<file path="config.mk">
export PLATFORM = sky130hd
export DESIGN_NAME = matrix_read_sequencer
export DESIGN_NICKNAME = d
export VERILOG_FILES = /design/src/rtl/matrix_read_pkg.sv /design/src/rtl/sync_fifo_small.sv /design/src/rtl/matrix_read_sequencer.sv
export SDC_FILE = /design/constraint.sdc
export NUM_CORES = 1
export LEC_CHECK = 0
export CORE_UTILIZATION = 59
export DETAILED_ROUTE_END_ITERATION = 10
export PLACE_DENSITY = 0.88
export SETUP_SLACK_MARGIN = 0.2
export SYNTH_ARGS = -nofsm -noshare
export SYNTH_HDL_FRONTEND = slang
export SYNTH_SLANG_ARGS = --single-unit
</file>
<file path="constraint.sdc">
create_clock -name clk -period 7.3 [get_ports clk]
set_input_delay 0.73 -clock clk [delete_from_list [all_inputs] [get_ports clk]]
set_output_delay 0.73 -clock clk [all_outputs]
set_load 0.02 [all_outputs]
</file>
<file path="src/rtl/matrix_read_pkg.sv">
// Shared state encoding and width/latency constants for the matrix read sequencer.
package matrix_read_pkg;

  typedef enum logic [1:0] {
    ST_IDLE  = 2'd0,
    ST_ISSUE = 2'd1,
    ST_DRAIN = 2'd2,
    ST_DONE  = 2'd3
  } state_e;

  localparam int DEF_ADDR_W  = 16;
  localparam int DEF_DATA_W  = 16;
  localparam int DEF_DIM_W   = 8;
  localparam int MAX_RAM_LAT = 3;

  // Output FIFO must hold every read that can be in flight plus one, so the
  // RAM pipe can stream while the head element waits for out_ready.
  function automatic int fifo_depth(input int ram_lat);
    return ((ram_lat > MAX_RAM_LAT) ? MAX_RAM_LAT : ram_lat) + 1;
  endfunction

endpackage

</file>
<file path="src/rtl/sync_fifo_small.sv">
// Small register FIFO with occupancy count; push when full and pop when empty are ignored.
// Zero-latency read port: pop_dat_o shows the head entry while empty_o is low.
module sync_fifo_small #(
  parameter int DEPTH = 2,
  parameter int WIDTH = 8
) (
  input  logic                         clk,
  input  logic                         rst,
  input  logic                         push_i,
  input  logic [WIDTH-1:0]             push_dat_i,
  input  logic                         pop_i,
  output logic [WIDTH-1:0]             pop_dat_o,
  output logic                         full_o,
  output logic                         empty_o,
  output logic [$clog2(DEPTH+1)-1:0]   count_o
);

  localparam int CNT_W = $clog2(DEPTH + 1);
  localparam int PTR_W = (DEPTH > 1) ? $clog2(DEPTH) : 1;

  logic [WIDTH-1:0] mem_q [DEPTH];
  logic [PTR_W-1:0] wr_ptr_q, rd_ptr_q;
  logic [CNT_W-1:0] count_q;
  logic             do_push, do_pop;

  assign full_o  = (count_q == CNT_W'(DEPTH));
  assign empty_o = (count_q == '0);
  assign count_o = count_q;
  assign do_push = push_i && !full_o;
  assign do_pop  = pop_i && !empty_o;
  assign pop_dat_o = mem_q[rd_ptr_q];

  always_ff @(posedge clk or negedge rst) begin
    if (!rst) begin
      wr_ptr_q <= '0;
      rd_ptr_q <= '0;
      count_q  <= '0;
    end else begin
      if (do_push) wr_ptr_q <= (wr_ptr_q == PTR_W'(DEPTH - 1)) ? '0 : wr_ptr_q + 1'b1;
      if (do_pop)  rd_ptr_q <= (rd_ptr_q == PTR_W'(DEPTH - 1)) ? '0 : rd_ptr_q + 1'b1;
      case ({do_push, do_pop})
        2'b10:   count_q <= count_q + 1'b1;
        2'b01:   count_q <= count_q - 1'b1;
        default: count_q <= count_q;
      endcase
    end
  end

  always_ff @(posedge clk) begin
    if (do_push) mem_q[wr_ptr_q] <= push_dat_i;
  end

endmodule

</file>
<file path="src/rtl/matrix_read_sequencer.sv">
// Walks a rows x cols operand-RAM window (column-major with MATRIX_READ_COLMAJOR_EN) and streams it out;
// first out_valid RAM_LAT+2 cycles after start, reads throttled by FIFO credit so backpressure never drops data.
module matrix_read_sequencer
  import matrix_read_pkg::*;
#(
  parameter int ADDR_W  = DEF_ADDR_W,
  parameter int DATA_W  = DEF_DATA_W,
  parameter int DIM_W   = DEF_DIM_W,
  parameter int RAM_LAT = 1
) (
  input  logic              clk,
  input  logic              rst,
  input  logic              start_i,
  input  logic [ADDR_W-1:0] base_addr_i,
  input  logic [DIM_W-1:0]  rows_i,
  input  logic [DIM_W-1:0]  cols_i,
  input  logic [ADDR_W-1:0] row_stride_i,
`ifdef MATRIX_READ_COLMAJOR_EN
  input  logic              col_major_i,
`endif
  output logic              busy_o,
  output logic              done_o,
  output logic              ram_rd_en_o,
  output logic [ADDR_W-1:0] ram_addr_o,
  input  logic [DATA_W-1:0] ram_rdata_i,
  output logic [DATA_W-1:0] out_data_o,
  output logic              out_valid_o,
  input  logic              out_ready_i,
  output logic              out_last_o
);

  localparam int DEPTH = fifo_depth(RAM_LAT);
  localparam int CNT_W = $clog2(DEPTH + 1);

  state_e             state_q, state_d;
  logic [DIM_W-1:0]   rows_q, cols_q, inner_cnt_q, outer_cnt_q, inner_lim, outer_lim;
  logic [ADDR_W-1:0]  stride_q, line_base_q, addr_q, inner_step, outer_step;
  logic [RAM_LAT-1:0] vld_sr_q, last_sr_q;
  logic               issue, issue_ok, inner_wrap, last_elem, pop;
  logic               fifo_empty, fifo_full;
  logic [CNT_W-1:0]   fifo_cnt;
  logic [CNT_W:0]     credit_use;
  logic [DATA_W:0]    fifo_dout;

`ifdef MATRIX_READ_COLMAJOR_EN
  logic col_major_q;
  assign inner_lim  = col_major_q ? rows_q : cols_q;
  assign outer_lim  = col_major_q ? cols_q : rows_q;
  assign inner_step = col_major_q ? stride_q : ADDR_W'(1);
  assign outer_step = col_major_q ? ADDR_W'(1) : stride_q;
`else
  assign inner_lim  = cols_q;
  assign outer_lim  = rows_q;
  assign inner_step = ADDR_W'(1);
  assign outer_step = stride_q;
`endif

  assign inner_wrap = (inner_cnt_q == inner_lim - 1'b1);
  assign last_elem  = inner_wrap && (outer_cnt_q == outer_lim - 1'b1);

  // Occupancy plus in-flight reads, net of this cycle's pop, stays within DEPTH,
  // which lets the stream run one element per cycle with out_ready held high.
  assign credit_use = {1'b0, fifo_cnt} + (CNT_W+1)'($countones(vld_sr_q)) - {{CNT_W{1'b0}}, pop};
  assign issue_ok   = !fifo_full && (credit_use < (CNT_W+1)'(DEPTH));

  always_comb begin
    state_d = state_q;
    issue   = 1'b0;
    case (state_q)
      ST_IDLE: begin
        if (start_i) state_d = (rows_i == '0 || cols_i == '0) ? ST_DONE : ST_ISSUE;
      end
      ST_ISSUE: begin
        if (issue_ok) begin
          issue = 1'b1;
          if (last_elem) state_d = ST_DRAIN;
        end
      end
      ST_DRAIN: begin
        if (fifo_empty && vld_sr_q == '0) state_d = ST_DONE;
      end
      ST_DONE: state_d = ST_IDLE;
      default: state_d = ST_IDLE;
    endcase
  end

  always_ff @(posedge clk or negedge rst) begin
    if (!rst) state_q <= ST_IDLE;
    else      state_q <= state_d;
  end

  always_ff @(posedge clk or negedge rst) begin
    if (!rst) begin
      rows_q      <= '0;
      cols_q      <= '0;
      stride_q    <= '0;
      line_base_q <= '0;
      addr_q      <= '0;
      inner_cnt_q <= '0;
      outer_cnt_q <= '0;
`ifdef MATRIX_READ_COLMAJOR_EN
      col_major_q <= 1'b0;
`endif
    end else if (state_q == ST_IDLE && start_i) begin
      rows_q      <= rows_i;
      cols_q      <= cols_i;
      stride_q    <= row_stride_i;
      line_base_q <= base_addr_i;
      addr_q      <= base_addr_i;
      inner_cnt_q <= '0;
      outer_cnt_q <= '0;
`ifdef MATRIX_READ_COLMAJOR_EN
      col_major_q <= col_major_i;
`endif
    end else if (issue) begin
      if (inner_wrap) begin
        inner_cnt_q <= '0;
        outer_cnt_q <= outer_cnt_q + 1'b1;
        line_base_q <= line_base_q + outer_step;
        addr_q      <= line_base_q + outer_step;
      end else begin
        inner_cnt_q <= inner_cnt_q + 1'b1;
        addr_q      <= addr_q + inner_step;
      end
    end
  end

  // Valid/last tags travel alongside each read so returning data is pushed on the right cycle.
  if (RAM_LAT == 1) begin : g_sr1
    always_ff @(posedge clk or negedge rst) begin
      if (!rst) begin
        vld_sr_q  <= '0;
        last_sr_q <= '0;
      end else begin
        vld_sr_q  <= issue;
        last_sr_q <= last_elem;
      end
    end
  end else begin : g_srn
    always_ff @(posedge clk or negedge rst) begin
      if (!rst) begin
        vld_sr_q  <= '0;
        last_sr_q <= '0;
      end else begin
        vld_sr_q  <= {vld_sr_q[RAM_LAT-2:0], issue};
        last_sr_q <= {last_sr_q[RAM_LAT-2:0], last_elem};
      end
    end
  end

  sync_fifo_small #(
    .DEPTH(DEPTH),
    .WIDTH(DATA_W + 1)
  ) u_fifo (
    .clk       (clk),
    .rst       (rst),
    .push_i    (vld_sr_q[RAM_LAT-1]),
    .push_dat_i({last_sr_q[RAM_LAT-1], ram_rdata_i}),
    .pop_i     (pop),
    .pop_dat_o (fifo_dout),
    .full_o    (fifo_full),
    .empty_o   (fifo_empty),
    .count_o   (fifo_cnt)
  );

  assign busy_o      = (state_q != ST_IDLE);
  assign done_o      = (state_q == ST_DONE);
  assign ram_rd_en_o = issue;
  assign ram_addr_o  = addr_q;
  assign out_valid_o = !fifo_empty;
  assign pop         = out_valid_o && out_ready_i;
  assign out_data_o  = out_valid_o ? fifo_dout[DATA_W-1:0] : '0;
  assign out_last_o  = out_valid_o && fifo_dout[DATA_W];

endmodule

</file>
==> metrics.md, run 1 <==
| Metric | Value |
|---|---|
| Hold WC Path Type | flip-flop to flip-flop |
| Crit path capture type | output port |
| CTS tree | done |
| Syn Nets | 813 |
| Antenna violations before repair | 0 |
| Root Buffer | clkbuf_16 |
| Number of diodes | 0 |
| Power Internal | ~0.0022 W |
| Worst slew pin tran | 1140 ps |
| Fin. Hold Viols | 0 |
| Vias after detailed routing | 6,083 |
| Hold Crit Start | last_sr_q |
| Post_cts resized | 0 |
| DRT iter0 DRCs | 476 |
| Crit-path slowest cell | nor2_1 |
| Worst setup margin | 2300 ps |
| Setup Fix Bufs, Post-CTS | 0 |
| Seq cells post-synth | about 120 |
| Final Cycle Share | 68.5% |
| Synthesized area | 0.00679 mm^2 |
| GRT Total Usage | around a third |
| Hold_buf cts | 0 |
| Placeable core region | 0.0110 mm^2 |
| Status | finished, final reports clean |
| RSZ-0062 raised after global routing | false |
| Buffers on Ports | 104 |
| Post-synth ARST share | between 70 and 80% |
| Psw | between 0.0015 and 0.002 W |
| Sequential fraction of the synthesis area | 47.4% |
| Endpoints failing setup | 0 |
| Synth warnings | 0 |
| Clk slew on worst S/H paths | 60 ps |
| Post-synth top area share | ~32% |
| DRC viols | 0 |
| Register share of total power | 29.4% |
| Largest area contributor in the synthesized netlist | dfrtp_1 |
| Combinational power share | 49.6% |
| # nets final | 913 |
| Clock Power Share | 21.0% |
| EDFF count, synth | 34 |
| Pin count of the biggest net entering global routing | 89 |
| Syn Area/Cell | 9.49 um^2 |
| Buf/Inv on CP | 3 |
| Netlist cell types | 65 |
| Placed wire-length estimate | 11,600 um |
| Area grow syn2layout | 25.1% |
| Synth top cells by count | nand2_1, dfrtp_1, nor2_1, a21oi_1, o21ai_0 |
| Worst R2R Start | u_fifo.count_o[0] |
| LEAKAGE | 3.62 nW |
| Slew Viols, Final | 0 |
| DP Worst Slack | 2780 ps |
| Final min period | approximately 5000 ps |
| TNS Setup | 0 ps |
| Final ANT Viol Nets | 0 |
| Clock sinks | 122 |
| Worst Setup SP | u_fifo.count_o[0] |
| Total routed wirelength | 18,000 um |
| Clk_skew | 9.03 ps |
| Vias in the first global route | 6,069 |
| Most common cell in the netlist | nand2_1 |
| Routability cong. | 0.953 |
| Overflow left after global routing | 0 |
| Top cell family by delay on the critical path | simple AND/OR/NAND/NOR gates |
| Die ar. | 0.0119 mm^2 |
| Initial Utilization | 61.6% |
| Clk Latency, worst-skew pair | 410 ps |
| Crit path kind | flip-flop to output port |
| Length of the first detailed-routing pass in iterations | 6 |
| WL/cell | between 15 and 20 um |
| Switching share of power | 43.1% |
| Share of layout cells above drive strength 1 | 6.15% |
| Highest clock rate | 0.200 GHz |
| Peak VDD IR | between 200 and 300 uV |
| Dominant synthesized flop cell | dfrtp_1 |
| Max-slew headroom | a little under a quarter |
| Max Cap Violations | 0 |
| H-tree depth | 4 |
| Die X | 109 um |
| I/O pin count | around 110 |
| Worst setup SP type | flip-flop |
| Worst path cell trace | nor2_1 > nor2b_1 > ha_1 > nand2b_1 > fa_1 > and3_1 > o211ai_1 > buf_4 > inv_2 > clkdlybuf4s50_1 |
| Clock buffer count from CTS | 17 |
| Critical path fanouts, max | 19 |
| Pwr Total | 0.00395 W |
| CP Data Required Time | between 6000 and 7000 ps |
| Synth top area cells | dfrtp_1, edfxtp_1, nand2_1, ha_1, nor2_1 |
| Via density | 6.28 |
| CTS Buffer Depth | 2 |
| Die Ht | 109 um |
| Global-route wire length before repair | 28,800 um |
| Post-Synthesis Cells | 716 |
| Row Count | 38 |
| Critical path arrival | ~4300 ps |
| PwrDens | 465 mW/mm^2 |
| CP peak stage delay | 870 ps |
-- final timing paths --
path / to / slack (ps) / cells after the start
min in group asynchronous: outer_step[0] / 520 / 1
max in group asynchronous: ram_addr_o[12] / 6020 / 1
worst max register to register: ram_addr_o[2] / 2650 / 14
worst max-delay path: ram_rd_en_o / 2300 / 10
worst min register to register: u_fifo.mem_q[1][16] / 440 / 0
worst min-delay path: u_fifo.mem_q[1][16] / 440 / 0
-- routing by layer --
metal | vias up | GRT usage [%] | share of wire [%]
met2 | 347 | 55.8 | 51
met1 | 2920 | 37.2 | 38
met5 | - | 0 | 0
met3 | 78 | 6.82 | 7.8
li1 | 2738 | - | -
met4 | 0 | 14.6 | 3.6
-- layout by cell type (no fill, tap or decap), types with 13 or more instances in the layout --
cell type,netlist,layout
clkdlybuf4s50_1,0,103
a21oi_1,35,35
edfxtp_1,34,34
clkbuf_16,0,17
xnor2_1,29,29
nand2_1,123,122
mux2i_1,19,19
xor2_1,21,21
nand4_1,13,13
ha_1,27,27
inv_1,20,20
dfrtp_1,88,88
o21ai_0,35,35
nor3_1,19,19
nor2_1,77,77
nand3_1,27,27
-- stage by stage --
step	utilization, %	instances	hold slack (ps)	instance area (um^2)
global placement	71.8	937	424	7920
global route	77.0	969	455	8500
floorplan	-	716	420	6790
finish	77.0	969	443	8500
detailed placement	71.8	937	432	7920
CTS	77.0	969	446	8500
-- power groups by stage --
| stage | Combinational (W) | Clock, W | Sequential (W) |
|---|---|---|---|
| 2_1_floorplan | 0.00133 | 0 | 0.00112 |
| 3_3_place_gp | 0.00179 | 0 | 0.00114 |
| 3_5_place_dp | 0.00188 | 0 | 0.00115 |
| 4_1_cts | 0.00193 | 0.000831 | 0.00115 |
| 5_1_grt | 0.00213 | 0.000864 | 0.00118 |
| 6_report | 0.00196 | 0.000830 | 0.00116 |
-- state kept, by name, indices dropped and copies added (netlist names) --
register	flops
vld_sr_q	1
ram_addr_o	16
outer_step	16
u_fifo.rd_ptr_q	1
u_fifo.mem_q	34
last_sr_q	1
outer_cnt_q	8
u_fifo.wr_ptr_q	1
line_base_q	16
state_q	2
inner_cnt_q	8
cols_q	8
u_fifo.count_o	2
outer_lim	8
-- worst reg2reg max path, stage by stage, from the launching register on --
cell and delay [ps]:
dfrtp_1 440, nor2_1 880, nor2b_1 240, ha_1 360
nand2b_1 160, fa_1 390, and3_1 210, o211ai_1 190
buf_4 260, inv_2 150, nand2_1 370, o21ai_0 250
nand2_1 140, o21ai_0 130, a211oi_1 370
-- logic make-up (layout without fill, tap and decap cells) --
kind of cell    count (synthesis)  count (layout)  share of synthesized area, %
compound gates                140             140                          14.0
xor+xnor                       50              50                          6.45
fa+ha+maj                      29              29                          5.56
buf+inv                        50             163                          3.17
flops                         122             122                          47.4
mux                            19              19                          2.80
simple gates                  306             306                          20.6
-- area by class of cell --
class | count | area, um^2
well taps | 140 | 175
multi-input cells | 544 | 3360
clock inverters | 14 | 148
inverters | 21 | 78.8
repair buffers | 110 | 1080
flip-flops and latches | 122 | 3220
fillers | 730 | 2530
clock buffers | 18 | 429
Note: power is estimated with default switching activity, not from simulation.
==> run 2: changes to the inputs <==
- CORE_UTILIZATION: 59 -> 55
- PLACE_DENSITY: 0.88 -> 0.83
- clock period: 7.3 -> 5 ns (I/O delays scaled with it)
==> metrics.md, run 2 (same netlist as run 1, synthesis figures left out) <==
| Metric | Value |
|---|---|
| Die ar. | 0.0128 mm^2 (+7.1%) |
| H-tree depth | 4 (unchanged) |
| Worst slew pin tran | 1020 ps (-122 ps) |
| Power Internal | 0.00352 W (+57%) |
| Placed wire-length estimate | 11,900 um (+2.6%) |
| GRT Total Usage | 29.2% (-2.5 points) |
| Slew Viols, Final | 0 (unchanged) |
| Area of the multi-input gates | 0.00336 mm^2 (unchanged) |
| Vias in the first global route | 5,958 (-1.8%) |
| Final core occ | 71.9% (-5.1 points) |
| Global-route wire length before repair | 29,100 um (+0.91%) |
| Clk Latency, worst-skew pair | 410 ps (about the same) |
| Initial Utilization | 56.6% (-5.0 points) |
| Final Cycle Share | 84.4% |
| Clock buffer count from CTS | 17 (unchanged) |
| Post_cts resized | 0 (unchanged) |
| RSZ-0062 raised after global routing | false |
| Combinational power share | 47.6% (-2.0 points) |
| GR Layer Usage met3 | 6.00% (-0.82 points) |
| Placed Area | 0.00794 mm^2 (+0.30%) |
| Placeable core region | 0.0120 mm^2 (+8.9%) |
| Most frequent cells in the layout | nand2_1, clkdlybuf4s50_1, dfrtp_1, nor2_1 |
| Root Buffer | clkbuf_16 |
| Worst setup SP type | flip-flop |
| I/O pin count | 105 (unchanged) |
| Final min period | 4220 ps |
| Final ANT Viol Nets | 0 (unchanged) |
| Max-slew headroom | 31.6% (+7.9 points) |
| Switching share of power | 41.1% (-2.1 points) |
| DP Worst Slack | 903 ps (-1870 ps) |
| Clock Power Share | 23.9% (+2.9 points) |
| Area grow syn2layout | 27.1% |
| # nets final | 915 (+0.22%) |
| Via density | 5.97 (-5.0%) |
| DRC viols | 0 (unchanged) |
| Hold WC Path Type | primary input to async pin |
| Highest clock rate | 0.237 GHz |
| Pin count of the biggest net entering global routing | 64 (-28%) |
| # fillers | 887 (+22%) |
| CTS tree | done |
| Clk slew on worst S/H paths | 60 ps (about the same) |
| Share of layout cells above drive strength 1 | 6.50% (+0.35 points) |
| TNS Setup | 0 ps (unchanged) |
| Setup Fix Bufs, Post-CTS | 0 (unchanged) |
| Met2 global-route usage | 51.0% (-4.8 points) |
| Endpoints failing setup | 0 (unchanged) |
| Critical path arrival | 3720 ps (-550 ps) |
| Max Cap Violations | 0 (unchanged) |
| Commonest non-fill, non-tap cell in the layout | nand2_1 |
| GRT met1 Usage | 35.6% (-1.6 points) |
| Length of the first detailed-routing pass in iterations | 5 (-1) |
| WL/cell | 18.0 um (-3.3%) |
| Psw | 0.00245 W (+44%) |
| Die X | 113 um (+3.5%) |
| Antenna violations before repair | 0 (unchanged) |
| Die Ht | 113 um (+3.5%) |
| Buffers on Ports | 104 (unchanged) |
| Seq. cell area | 0.00322 mm^2 (unchanged) |
| Clk_skew | 8.90 ps (-0.130 ps) |
| Hold_buf cts | 0 (unchanged) |
| Fin. Hold Viols | 0 (unchanged) |
| CTS Buffer Depth | 2 (unchanged) |
| Number of diodes | 0 (unchanged) |
| Row Count | 40 (+5.3%) |
| Critical path fanouts, max | 19 (unchanged) |
| Peak VDD IR | 307 uV (+5.8%) |
| Status | finished, final reports clean |
| Total routed wirelength | 17,600 um (-2.4%) |
| DRT iter0 DRCs | 377 (-21%) |
| LEAKAGE | 3.68 nW (+1.5%) |
| Top Usage Layer GRT | met2 |
| Register share of total power | 28.4% (-1.0 points) |
| Biggest register | u_fifo.mem_q |
| Routability cong. | 0.876 (-8.1%) |
| Final instance area | 0.00863 mm^2 (+1.6%) |
| PwrDens | 691 mW/mm^2 (+49%) |
| CP Data Required Time | 4500 ps (-2070 ps) |
| Largest register FFs | 34 (unchanged) |
| Worst setup margin | 779 ps (-1520 ps) |
| Clock sinks | 122 (unchanged) |
| Crit path kind | flip-flop to output port |
| Overflow left after global routing | 0 (unchanged) |
| Crit path capture type | output port |
| Vias after detailed routing | 5,834 (-4.1%) |
-- run 2: cell count changes in the layout (fill, tap and decap cells not counted), sizes merged --
cell,change
bufinv,+4
clkbuf,+1
clkinvlp,+1
buf,+2
clkinv,-6
-- run 2: final cells by class --
type                            count  area share [%]
Clock buffer                       19            5.25
Sequential cell                   122            37.3
Tap cell                          147            2.13
Clock inverter                     13            2.75
Timing Repair Buffer              112            12.7
Inverter                           21           0.913
Multi-Input combinational cell    544            38.9
-- run 2: metal layers --
| layer | part of all wire [%] | routed length [um] |
|---|---|---|
| met3 | 6.3 | 1100 |
| met2 | 50 | 8830 |
| met1 | 41 | 7150 |
| met5 | 0 | 0 |
| met4 | 2.9 | 507 |
-- run 2: final timing paths --
path / from / end / slack, ps / depth (start not counted)
setup / recovery: u_fifo.count_o[0] / ram_rd_en_o / 780 / 10
hold / removal: rst / ram_addr_o[13] / 30 / 1
setup reg to reg: u_fifo.count_o[0] / ram_addr_o[3] / 1020 / 13
hold reg to reg: last_sr_q / u_fifo.mem_q[1][16] / 460 / 0
max in group asynchronous: rst / line_base_q[6] / 3900 / 2
min in group clk: last_sr_q / u_fifo.mem_q[1][16] / 460 / 0
-- run 2: power groups by stage --
stage | logic (W) | clock network (W) | registers (W)
floorplan | 0.00194 | 0 | 0.00163
global placement | 0.00267 | 0 | 0.00167
detailed placement | 0.00275 | 0 | 0.00169
CTS | 0.00282 | 0.00144 | 0.00169
global route | 0.00311 | 0.00149 | 0.00173
finish | 0.00284 | 0.00143 | 0.00170
-- run 2: stage by stage --
step	std cells	total power, W	hold WS [ps]
floorplan	716	0.00358	204
global placement	946	0.00435	421
detailed placement	946	0.00444	441
CTS	978	0.00594	35.9
global route	978	0.00633	58.5
finish	978	0.00597	28.7
-- run 2: worst max-delay path, cell delays in order, from the launching register on --
cell and delay [ps]:
dfrtp_1 450, nor2_1 80, buf_4 200, nor2b_1 280, ha_1 290, nand2b_1 150
fa_1 370, and3_1 220, o211ai_1 460, inv_2 220, clkdlybuf4s50_1 600
==> run 3: changes to the inputs <==
- clock period: 5 -> 4.3 ns (I/O delays scaled with it)
==> metrics.md, run 3 (same netlist as run 1, synthesis figures left out) <==
| Metric | Value |
|---|---|
| Highest clock rate | 0.259 GHz |
| Switching share of power | 42.6% (+1.5 points) |
| Hold WS | 3.31 ps (-25.4 ps) |
| Commonest non-fill, non-tap cell in the layout | nand2_1 |
| Overflow left after global routing | 0 (unchanged) |
| Placeable core region | 0.0120 mm^2 (unchanged) |
| CTS tree | done |
| Clock buffer count from CTS | 17 (unchanged) |
| DRT iter0 DRCs | 386 (+2.4%) |
| TNS Setup | 0 ps (unchanged) |
| Via density | 6.01 (+0.77%) |
| # fillers | 905 (+2.0%) |
| Vias in the first global route | 5,952 (-0.10%) |
| Crit-path slowest cell | clkdlybuf4s50_1 |
| Worst slew pin tran | 967 ps (-56.3 ps) |
| Crit path kind | flip-flop to output port |
| WL/cell | 18.0 um (-0.20%) |
| Peak VDD IR | 358 uV (+17%) |
| Die Ht | 113 um (unchanged) |
| GRT Total Usage | 29.0% (-0.24 points) |
| Pin count of the biggest net entering global routing | 47 (-27%) |
| Slew Viols, Final | 0 (unchanged) |
| Crit path capture type | output port |
| Routability cong. | 0.921 (+5.2%) |
| I/O pin count | 105 (unchanged) |
| Number of diodes | 0 (unchanged) |
| Global-route wire length before repair | 29,000 um (-0.26%) |
| Row Count | 40 (unchanged) |
| CTS Buffer Depth | 2 (unchanged) |
| Clk_skew | 5.84 ps (-3.07 ps) |
| Final ANT Viol Nets | 0 (unchanged) |
| Die ar. | 0.0128 mm^2 (unchanged) |
| Root Buffer | clkbuf_16 |
| Hold WC Path Type | primary input to async pin |
| H-tree depth | 4 (unchanged) |
| Hold_buf cts | 0 (unchanged) |
| Antenna violations before repair | 0 (unchanged) |
| Critical path fanouts, max | 13 (-6) |
| Total routed wirelength | 17,600 um (+0.21%) |
| # nets final | 919 (+0.44%) |
| Endpoints failing setup | 0 (unchanged) |
| Max Cap Violations | 0 (unchanged) |
| DRC viols | 0 (unchanged) |
| Power Internal | 0.00383 W (+8.9%) |
| Final Cycle Share | approximately 90% |
| Biggest register | u_fifo.mem_q |
| Vias after detailed routing | 5,903 (+1.2%) |
| Share of layout cells above drive strength 1 | 6.59% (+0.089 points) |
| Die X | 113 um (unchanged) |
| Clk Latency, worst-skew pair | 410 ps (about the same) |
| Post_cts resized | 0 (unchanged) |
| RSZ-0062 raised after global routing | false |
| Initial Utilization | 56.6% (unchanged) |
| Critical path arrival | 3440 ps (-280 ps) |
| Most frequent cells in the layout | nand2_1, clkdlybuf4s50_1, dfrtp_1, nor2_1 |
| Final core occ | 71.1% (-0.74 points) |
| Clock sinks | 122 (unchanged) |
| Max-slew headroom | 35.6% (+4.0 points) |
| Length of the first detailed-routing pass in iterations | 5 (unchanged) |
| LEAKAGE | 3.64 nW (-1.0%) |
| Psw | 0.00284 W (+16%) |
| Status | finished, final reports clean |
| Fin. Hold Viols | 0 (unchanged) |
| Register share of total power | 29.5% (+1.1 points) |
| Setup Fix Bufs, Post-CTS | 0 (unchanged) |
| Worst setup SP type | flip-flop |
| CP peak stage delay | 590 ps (about the same) |
| Clock Power Share | 20.7% (-3.2 points) |
| Pwr Total | 0.00667 W (+12%) |
| Area grow syn2layout | 25.8% |
| Clk slew on worst S/H paths | 60 ps (about the same) |
| CP Data Required Time | 3870 ps (-630 ps) |
| Buffers on Ports | 104 (unchanged) |
| Combinational power share | 49.8% (+2.2 points) |
| Worst path cell trace | nor2_1 > nor2b_1 > ha_1 > nand2b_1 > fa_1 > and3_1 > o211ai_1 > buf_4 > inv_2 > clkdlybuf4s50_1 |
| Largest register FFs | 34 (unchanged) |
| Final min period | around 3900 ps |
| Placed wire-length estimate | 12,300 um (+2.8%) |
| PwrDens | 781 mW/mm^2 (+13%) |
run 3: through the flow:
stage	cell area [um^2]	worst slack, ps	std cells
3_3_place_gp	7970	568	950
6_report	8550	433	982
5_1_grt	8550	260	982
3_5_place_dp	7970	462	950
4_1_cts	8550	443	982
2_1_floorplan	6790	896	716
run 3: metal layers:
| layer | part of all wire, % | vias up | GRT usage [%] |
|---|---|---|---|
| li1 | - | 2744 | - |
| met1 | 42 | 2874 | 35.5 |
| met5 | 0 | - | 0 |
| met4 | 2.4 | 0 | 13.2 |
| met2 | 50 | 248 | 49.7 |
| met3 | 5.6 | 37 | 5.68 |
run 3: path summary, 6_finish.rpt:
kind	startpoint	to	slack [ps]	cells past startpoint
setup / recovery	u_fifo.count_o[0]	ram_rd_en_o	430	10
min in group clk	last_sr_q	u_fifo.mem_q[0][16]	440	0
setup reg to reg	u_fifo.count_o[0]	line_base_q[11]	680	13
max in group asynchronous	rst	outer_cnt_q[1]	3300	2
hold / removal	rst	outer_step[11]	3	1
hold reg to reg	last_sr_q	u_fifo.mem_q[0][16]	440	0
run 3: cell type report:
| cell class | instances | area, um^2 | area share, % |
|---|---|---|---|
| timing repair buffer | 116 | 1130 | 13.2 |
| sequential | 122 | 3220 | 37.7 |
| inverter | 21 | 78.8 | 0.922 |
| clock buffer | 17 | 425 | 4.98 |
| tap | 147 | 184 | 2.15 |
| multi-input combinational | 544 | 3360 | 39.3 |
| clock inverter | 15 | 146 | 1.71 |
run 3: power groups by stage:
| stage | Combinational, W | Clock (W) | Sequential (W) |
|---|---|---|---|
| 4_1_cts | 0.00328 | 0.00140 | 0.00196 |
| 3_5_place_dp | 0.00323 | 0 | 0.00197 |
| 2_1_floorplan | 0.00226 | 0 | 0.00190 |
| 5_1_grt | 0.00361 | 0.00146 | 0.00201 |
| 6_report | 0.00332 | 0.00138 | 0.00197 |
| 3_3_place_gp | 0.00310 | 0 | 0.00194 |
run 3: worst max-delay path, delay by kind of cell (launching register included):
| kind | cells | cell delay (ps) |
|---|---|---|
| AOI/OAI and AO/OA | 1 | 170 |
| adders and majority gates | 2 | 660 |
| and+or+nand+nor | 4 | 730 |
| DFF | 1 | 460 |
| buffers and inverters | 3 | 1010 |
